--- config.mk ---
export PLATFORM = sky130hd
export DESIGN_NAME = split_poly_lanes
export DESIGN_NICKNAME = d
export VERILOG_FILES = /design/src/rtl/gf2m_pkg.sv /design/src/rtl/gf_sqrt_lane.sv /design/src/rtl/split_poly_lanes.sv
export SDC_FILE = /design/constraint.sdc
export NUM_CORES = 1
export LEC_CHECK = 0
export CAP_MARGIN = 10
export CORE_ASPECT_RATIO = 1.5
export CORE_UTILIZATION = 30
export CTS_CLUSTER_DIAMETER = 60
export DETAILED_ROUTE_END_ITERATION = 8
export SYNTH_ARGS = -nofsm -noshare
export SYNTH_HDL_FRONTEND = slang
export SYNTH_SLANG_ARGS = --single-unit
--- constraint.sdc ---
create_clock -name clk -period 1.6 [get_ports clk]
set_input_delay 0.32 -clock clk [delete_from_list [all_inputs] [get_ports clk]]
set_output_delay 0.32 -clock clk [all_outputs]
set_load 0.02 [all_outputs]
--- src/rtl/gf2m_pkg.sv ---
// GF(2^16) field constants and the coefficient square-root map used by the splitter,
// squarer and multiplier. State encoding for the splitter lives here too.
package gf2m_pkg;

  localparam int GF_M = 16;
  // x^16 + x^5 + x^3 + x^2 + 1
  localparam logic [GF_M:0] GF_POLY = 17'h1002D;

  typedef enum logic [1:0] {
    S_IDLE = 2'd0,
    S_RUN  = 2'd1,
    S_DONE = 2'd2
  } split_state_e;

  function automatic logic [GF_M-1:0] gf_sq(input logic [GF_M-1:0] a);
    logic [2*GF_M-2:0] w;
    w = '0;
    for (int i = 0; i < GF_M; i++) w[2*i] = a[i];
    for (int b = 2*GF_M-2; b >= GF_M; b--) begin
      if (w[b]) w[b -: GF_M+1] = w[b -: GF_M+1] ^ GF_POLY;
    end
    return w[GF_M-1:0];
  endfunction

  // sqrt(a) = a^(2^(M-1)): squaring M-1 times walks the Frobenius cycle back to the root.
  function automatic logic [GF_M-1:0] gf_sqrt(input logic [GF_M-1:0] a);
    logic [GF_M-1:0] r;
    r = a;
    for (int i = 0; i < GF_M-1; i++) r = gf_sq(r);
    return r;
  endfunction

  function automatic logic [GF_M-1:0][GF_M-1:0] build_sqrt_mat();
    logic [GF_M-1:0][GF_M-1:0] mat;
    logic [GF_M-1:0] col;
    mat = '0;
    for (int c = 0; c < GF_M; c++) begin
      col = gf_sqrt(GF_M'(1) << c);
      for (int r = 0; r < GF_M; r++) mat[r][c] = col[r];
    end
    return mat;
  endfunction

  // SQRT_MAT[r][c] = 1 when input bit c contributes to output bit r.
  localparam logic [GF_M-1:0][GF_M-1:0] SQRT_MAT = build_sqrt_mat();

endpackage

--- src/rtl/gf_sqrt_lane.sv ---
// One-coefficient GF(2^M) square root as a fixed XOR matrix (purely combinational).
module gf_sqrt_lane
  import gf2m_pkg::*;
(
  input  logic [GF_M-1:0] coef_i,
  output logic [GF_M-1:0] root_o
);

  always_comb begin
    root_o = '0;
    for (int r = 0; r < GF_M; r++) root_o[r] = ^(coef_i & SQRT_MAT[r]);
  end

endmodule

--- src/rtl/split_poly_lanes.sv ---
// Splits T(x) into T0, T1 with T = T0^2 + x*T1^2, LANES coefficient roots per cycle.
// Optional macro SPLIT_ZERO_FLAG_EN adds the t0_zero/t1_zero fragment zero flags.
module split_poly_lanes
  import gf2m_pkg::*;
#(
  parameter int M     = GF_M,
  parameter int N     = 9,
  parameter int LANES = 1
) (
  input  logic                     clk,
  input  logic                     rst_b,
  input  logic                     start,
  input  logic [N*M-1:0]           poly_in,
  output logic                     busy,
  output logic [((N+1)/2)*M-1:0]   first_fragment_out,
  output logic [(N/2)*M-1:0]       second_fragment_out,
  output logic                     split_done
`ifdef SPLIT_ZERO_FLAG_EN
  ,
  output logic                     t0_zero,
  output logic                     t1_zero
`endif
);

  localparam int N0   = (N + 1) / 2;
  localparam int N1   = N / 2;
  localparam int ITER = (N + LANES - 1) / LANES;
  localparam int CW   = (ITER > 1) ? $clog2(ITER) : 1;
  localparam int SW   = ITER * LANES * M;

  split_state_e     state_q, state_d;
  logic [CW-1:0]    cnt_q, cnt_d;
  logic [SW-1:0]    shreg_q, shreg_d;
  logic [N0*M-1:0]  frag0_q, frag0_d;
  logic [N1*M-1:0]  frag1_q, frag1_d;
  logic [M-1:0]     root [LANES];
  logic             accept;
  logic             last;

  assign accept = (state_q == S_IDLE) && start;
  assign last   = (cnt_q == CW'(ITER - 1));

  for (genvar l = 0; l < LANES; l++) begin : g_lane
    gf_sqrt_lane u_lane (
      .coef_i (shreg_q[l*M +: M]),
      .root_o (root[l])
    );
  end

  always_ff @(posedge clk or negedge rst_b) begin
    if (!rst_b) state_q <= S_IDLE;
    else        state_q <= state_d;
  end

  always_comb begin
    state_d = state_q;
    case (state_q)
      S_IDLE:  if (start) state_d = S_RUN;
      S_RUN:   if (last)  state_d = S_DONE;
      S_DONE:  state_d = S_IDLE;
      default: state_d = S_IDLE;
    endcase
  end

  always_comb begin
    busy       = 1'b0;
    split_done = 1'b0;
    case (state_q)
      S_RUN:   busy       = 1'b1;
      S_DONE:  split_done = 1'b1;
      default: ;
    endcase
  end

  // Coefficient i is always handled in iteration i/LANES by lane i%LANES, so the
  // write decode is static and lanes past N in the last iteration never match.
  always_comb begin
    cnt_d   = cnt_q;
    shreg_d = shreg_q;
    frag0_d = frag0_q;
    frag1_d = frag1_q;
    if (accept) begin
      cnt_d   = '0;
      shreg_d = SW'(poly_in);
      frag0_d = '0;
      frag1_d = '0;
    end else if (state_q == S_RUN) begin
      cnt_d   = last ? '0 : cnt_q + CW'(1);
      shreg_d = shreg_q >> (LANES * M);
      for (int i = 0; i < N; i++) begin
        if (cnt_q == CW'(i / LANES)) begin
          if (i % 2 == 0) frag0_d[(i/2)*M +: M] = root[i % LANES];
          else            frag1_d[(i/2)*M +: M] = root[i % LANES];
        end
      end
    end
  end

  always_ff @(posedge clk or negedge rst_b) begin
    if (!rst_b) begin
      cnt_q   <= '0;
      shreg_q <= '0;
      frag0_q <= '0;
      frag1_q <= '0;
    end else begin
      cnt_q   <= cnt_d;
      shreg_q <= shreg_d;
      frag0_q <= frag0_d;
      frag1_q <= frag1_d;
    end
  end

  assign first_fragment_out  = frag0_q;
  assign second_fragment_out = frag1_q;

`ifdef SPLIT_ZERO_FLAG_EN
  logic t0_zero_q, t1_zero_q;

  // Loaded on the final RUN edge so the flags are valid alongside split_done.
  always_ff @(posedge clk or negedge rst_b) begin
    if (!rst_b) begin
      t0_zero_q <= 1'b0;
      t1_zero_q <= 1'b0;
    end else if (accept) begin
      t0_zero_q <= 1'b0;
      t1_zero_q <= 1'b0;
    end else if (state_q == S_RUN && last) begin
      t0_zero_q <= (frag0_d == '0);
      t1_zero_q <= (frag1_d == '0);
    end
  end

  assign t0_zero = t0_zero_q;
  assign t1_zero = t1_zero_q;
`endif

endmodule
==> results_dict.tcl, run 1 <==
set metrics [dict create \
    synthTopCellsByArea "dfrtp_1 (60%), nand2_1 (11%), a22oi_1 (7.8%), a211oi_1 (4.8%), nor2_1 (2.6%)" \
    cts-root-buf "clkbuf_16" \
    finalSetupViolations 86 \
    cts_buffer_depth 3 \
    powerDensity_nw_per_um2 2760 \
    dieArea_um2 41800 \
    failed_checks "negative setup slack" \
    cp.required_ns 2.07 \
    setup_ws_ns -0.167 \
    gr-usage-all-layers_pct 19.6 \
    pin_count 293 \
    final_cells 2140 \
    synthTopCellsByCount "nand2_1 (368), dfrtp_1 (294), a22oi_1 (128), nor2_1 (86), a211oi_1 (78)" \
    yosysTopAreaCell "dfrtp_1" \
    hold_slack_ns 0.248 \
    drive_above_1_share_pct 28.9 \
    grt_pass1_wl_um 63300 \
    relSlewSlack_pct 71.9 \
    insertion_delay_ns 0.57 \
    avgSynthCellArea_um2 10.0 \
    ys_warn_count 0 \
    finalWirelength_um 44000 \
    rsz0062_at_grt "yes" \
    cts_tree "yes" \
    core_area_um2 40300 \
    path_max_fanout 5 \
    ir_worst_vdd_mv 2.31 \
    postSynth.asyncResetShare_pct 100 \
    synth-seq-area-share_pct 59.9 \
    fin_worst_skew_ns 0.0143 \
    criticalPathCategory "reg2reg" \
    synthCells 1224 \
    clock-sinks 294 \
    max_freq_mhz 566 \
    fin_crit_ns 1.77 \
    drc_errors 0 \
    ys_types 34 \
    p_leak_nw 8.69 \
    dieWidth_um 167 \
    overflow 0 \
    synth-edff-count 0 \
    die-height_um 250 \
    antenna_left 0 \
    status "finished, violations left" \
    vias_per_cell 5.08 \
    hold_class "in2async" \
    finalCritPeriodShare_pct 110 \
    slew_viol_final 0 \
    start_kind "flop" \
    dr.pass1.iters 5 \
    htree_levels 1 \
    synth_fp_nets 1375 \
    cp.arrival_ns 2.23 \
    antenna_found_initial 1 \
    cts_buffers 30 \
    synth_top_area_share_pct 59.9 \
    synthMostInstantiatedCell "nand2_1" \
    area_growth_pct 57.3 \
    io_buffers 292 \
    grt_pass1_vias 10911 \
    dp_slack_ns -0.396 \
    timing.setup.tns_ns -9.93 \
    grt_max_degree 71 \
    num_rows 90 \
    finalPower_mw 53.3 \
    initial_core_util_pct 30.5 \
    gp_congestion 0.808 \
    placed_cells 2040 \
    drt_iter0_drc 584 \
    drv_cap 0 \
    nets 1763 \
    netlist_area_um2 12300 \
    tightest_slew_ns 0.422 \
    yosys_most_used_dff "dfrtp_1" \
    cts.clk_slew.worst_paths_ns 0.06 \
    hpwl_um 28500 \
    wire_per_inst_um 20.6 \
    cp-end-kind "flop" \
    num_vias 10862 \
    report.final.hold_viol_count 0 \
    ys_ff_latch 294 \
]
## flip-flops by register name, summed over array words and instances, names as in the netlist
signal,cells
shreg_q,144
first_fragment_out,80
second_fragment_out,64
cnt_q,4
state_q,2
## report_power, final
| part | switching [mW] | total (mW) | internal (mW) |
|---|---|---|---|
| logic | 18.1 | 33.7 | 15.6 |
| registers | 1.96 | 12.4 | 10.4 |
| clock network | 3.03 | 7.26 | 4.24 |
| total | 23.1 | 53.3 | 30.3 |
## final cells by class
type,instances,area [um2]
Multi-Input combinational cell,833,5420
Clock inverter,14,188
Timing Repair Buffer,449,4860
Sequential cell,294,7370
Clock buffer,39,816
Inverter,4,25.0
Tap cell,506,633
Fill cell,3683,21000
Antenna cell,1,2.50
## placed cells by master (no fill, tap or decap), types with 19 or more instances in the layout
master           instances
a211oi_1                30
a211oi_2                49
a21oi_2                 32
a22oi_1                128
buf_12                  35
buf_4                   72
buf_6                   33
clkbuf_16               46
clkbuf_2                32
clkdlybuf4s15_1         65
clkdlybuf4s15_2         47
clkdlybuf4s50_1        145
dfrtp_1                287
nand2_1                334
nand2_4                 21
nand3_1                 35
nor2_1                  84
o21ai_0                 19
o21ai_2                 19
## timing repair
item / in CTS / in global routing
setup endpoints to repair: 387 / 223
endpoints found under the hold margin: 33 / 0
gates cloned: 8 / 14
gates resized for setup: 508 / 169
hold buffers: 1 / 0
pin swaps: 26 / 39
buffers inserted: 25 / 6
## stage by stage
step                      util (%)  instance area (um2)
after floorplan                  -                12300
after global placement        41.4                16700
after detailed placement      41.4                16700
after CTS                     46.3                18700
after global routing          47.9                19300
final                         47.9                19300
## per-layer routing
metal / vias to the layer above / GRT usage [%] / part of all wire [%]
met5: - / 0 / 0
met4: 0 / 7.10 / 4.9
met3: 105 / 2.70 / 4.5
met2: 346 / 36.8 / 54
met1: 5424 / 22.5 / 37
li1: 4987 / - / -
## cell families after synthesis
group	after synthesis	synth area share (%)
buffers and inverters	97	3.33
flip-flops	294	59.9
adder cells (fa/ha/maj)	4	0.408
AO/OA/AOI/OAI	293	16.4
AND/OR/NAND/NOR	506	16.2
XOR/XNOR	30	3.79
## final timing paths
| path | to | cells after the start | start | slack, ns |
|---|---|---|---|---|
| max in group asynchronous | first_fragment_out[28]$_DFFE_PN0P_ | 3 | rst_b | 0.65 |
| setup / recovery | second_fragment_out[44]$_DFFE_PN0P_ | 8 | shreg_q[1]$_DFFE_PN0P_ | -0.17 |
| min in group clk | shreg_q[132]$_DFFE_PN0P_ | 3 | poly_in[132] | 0.32 |
| hold reg to reg | shreg_q[35]$_DFFE_PN0P_ | 2 | shreg_q[35]$_DFFE_PN0P_ | 0.48 |
| hold / removal | first_fragment_out[41]$_DFFE_PN0P_ | 2 | rst_b | 0.25 |
| setup reg to reg | second_fragment_out[44]$_DFFE_PN0P_ | 8 | shreg_q[1]$_DFFE_PN0P_ | -0.17 |
## critical path, stage by stage (launching register included)
cell,delay (ns)
dfrtp_1,0.40
buf_6,0.14
xnor2_4,0.24
xnor2_4,0.11
buf_12,0.15
buf_12,0.12
xnor2_4,0.12
buf_8,0.15
a211oi_2,0.22
No activity file was read; power rests on OpenSTA's default activity.
==> run 2, diff against run 1 <==
--- a/config.mk
+++ b/config.mk
@@ -5,7 +5,7 @@
 export SDC_FILE = /design/constraint.sdc
 export NUM_CORES = 1
 export LEC_CHECK = 0
-export CAP_MARGIN = 10
+export CAP_MARGIN = 20
 export CORE_ASPECT_RATIO = 1.5
 export CORE_UTILIZATION = 30
 export CTS_CLUSTER_DIAMETER = 60
==> results of run 2 <==
Final layout, timing and power as in run 1 (identical DEF).
==> run 3, diff against run 2 <==
--- a/config.mk
+++ b/config.mk
@@ -10,6 +10,7 @@
 export CORE_UTILIZATION = 30
 export CTS_CLUSTER_DIAMETER = 60
 export DETAILED_ROUTE_END_ITERATION = 8
+export DONT_BUFFER_PORTS = 1
 export SYNTH_ARGS = -nofsm -noshare
 export SYNTH_HDL_FRONTEND = slang
 export SYNTH_SLANG_ARGS = --single-unit
==> results_dict.tcl, run 3 (synthesis results as in run 1) <==
set metrics [dict create \
    status "finished, violations left" \
    failed_checks "negative hold slack, negative setup slack" \
    insertion_delay_ns 0.57 \
    drt_iter0_drc 785 \
    cp.arrival_ns 1.44 \
    use_met1_pct 21.4 \
    final.fill_count 3479 \
    die-height_um 250 \
    gr-usage-all-layers_pct 19.0 \
    cts_tree "yes" \
    htree_levels 1 \
    rsz0062_at_grt "yes" \
    timing.setup.tns_ns -9.46 \
    largest_reg_flops 144 \
    busiest_layer "met2" \
    tightest_slew_ns 0.667 \
    wire_per_inst_um 23.4 \
    cp-end-kind "primary output" \
    finalCritPeriodShare_pct 110 \
    grtUsageMet3_pct 3.71 \
    cp_slowest_cell "dfrtp_1" \
    antenna_found_initial 2 \
    fin_crit_ns 1.76 \
    cts_buffers 31 \
    max_flop_register "shreg_q" \
    report.final.hold_viol_count 294 \
    final_cell_mix "dfrtp_1 (288), nand2_1 (275), dlygate4sd3_1 (145)" \
    start_kind "flop" \
    fin_util_pct 47.7 \
    slew_viol_final 0 \
    ir_worst_vdd_mv 2.26 \
    use_met2_pct 35.1 \
    slowest_delay_ns 0.39 \
    num_rows 90 \
    final_common_cell "dfrtp_1" \
    finalSetupViolations 148 \
    cp.required_ns 1.28 \
    hold_class "in2async" \
    path_max_fanout 2 \
    num_vias 10874 \
    area_growth_pct 56.6 \
    gp_congestion 0.813 \
    io_buffers 0 \
    vias_per_cell 5.36 \
    drc_errors 0 \
    grt_pass1_wl_um 61600 \
    dieArea_um2 41800 \
    criticalPathCategory "reg2out" \
    hpwl_um 26100 \
    dieWidth_um 167 \
    grt_max_degree 295 \
    dr.pass1.iters 5 \
    drive_above_1_share_pct 35.2 \
    cts-root-buf "clkbuf_16" \
    p_leak_nw 8.53 \
    drv_cap 0 \
    overflow 0 \
    core_area_um2 40300 \
    fin_worst_skew_ns 0.0175 \
    cts_buffer_depth 3 \
    clock-sinks 294 \
    antenna_left 0 \
    crit_chain "buf_6, buf_6, nor2b_4, buf_6" \
    pin_count 293 \
    hold_slack_ns -0.555 \
    powerDensity_nw_per_um2 2700 \
    cts.clk_slew.worst_paths_ns 0.07 \
    relSlewSlack_pct 55.5 \
    crit_top_cell "buf_6" \
    finalWirelength_um 47600 \
    initial_core_util_pct 30.5 \
    max_freq_mhz 569 \
    nets 1649 \
    grt_pass1_vias 10382 \
    setup_ws_ns -0.158 \
]
==> run 3: final cells by class <==
| class | instances | area (um2) | share of cell area [%] |
|---|---|---|---|
| sequential | 294 | 7360 | 38.3 |
| multi-input combinational | 837 | 5890 | 30.6 |
| timing repair buffer | 328 | 4200 | 21.8 |
| clock buffer | 42 | 877 | 4.56 |
| tap | 506 | 633 | 3.29 |
| clock inverter | 15 | 213 | 1.11 |
| inverter | 4 | 25.0 | 0.130 |
| timing repair inverter | 2 | 25.0 | 0.130 |
| antenna | 2 | 5.00 | 0.0260 |
==> run 3: repair_timing <==
item                       in CTS  in global routing
hold endpoints to repair      437                296
setup buffers                  13                 35
pin swaps                      12                 83
setup endpoints to repair     267                289
hold buffers                  143                  2
resized for setup              79                322
cloned                          5                 47
==> run 3: final timing paths <==
path / from / endpoint / slack (ns) / depth (start not counted)
max in group asynchronous: rst_b / first_fragment_out[67]$_DFFE_PN0P_ / 1.57 / 0
worst max register to register: shreg_q[3]$_DFFE_PN0P_ / second_fragment_out[47]$_DFFE_PN0P_ / -0.15 / 6
min in group clk: start / first_fragment_out[10]$_DFFE_PN0P_ / 0.25 / 3
worst min-delay path: rst_b / first_fragment_out[57]$_DFFE_PN0P_ / -0.55 / 0
worst min register to register: shreg_q[74]$_DFFE_PN0P_ / shreg_q[74]$_DFFE_PN0P_ / 0.48 / 2
worst max-delay path: state_q[1]$_DFFE_PN0P_ / split_done / -0.16 / 4
==> run 3: per-layer routing <==
layer / wire length [um] / vias up / share of wire, %
met5: 0 / - / 0
met2: 26000 / 430 / 55
li1: - / 4778 / -
met1: 16900 / 5548 / 36
met4: 2120 / 0 / 4.4
met3: 2540 / 118 / 5.3
==> run 3: critical path: cells and delay by family (launching register included) <==
kind / cells / cell delay, ns
DFF: 1 / 0.39
buffers and inverters: 3 / 0.35
and+or+nand+nor: 1 / 0.11
==> run 3: per-stage QoR <==
| stage | power (mW) | setup WS [ns] | instance area [um2] | cells |
|---|---|---|---|---|
| 2_1_floorplan | 23.9 | -0.0422 | 12300 | 1224 |
| 3_3_place_gp | 32.4 | -0.149 | 13600 | 1730 |
| 4_1_cts | 44.2 | -0.201 | 16600 | 1948 |
| 3_5_place_dp | 32.8 | -0.179 | 13600 | 1730 |
| 6_report | 51.9 | -0.158 | 19200 | 2030 |
| 5_1_grt | 54.4 | -0.195 | 19200 | 2030 |
==> run 3: report_power, final <==
group | internal [mW] | switching (mW) | total, mW
Combinational | 13.9 | 15.8 | 29.7
Clock | 4.52 | 3.19 | 7.71
Sequential | 10.4 | 4.19 | 14.6
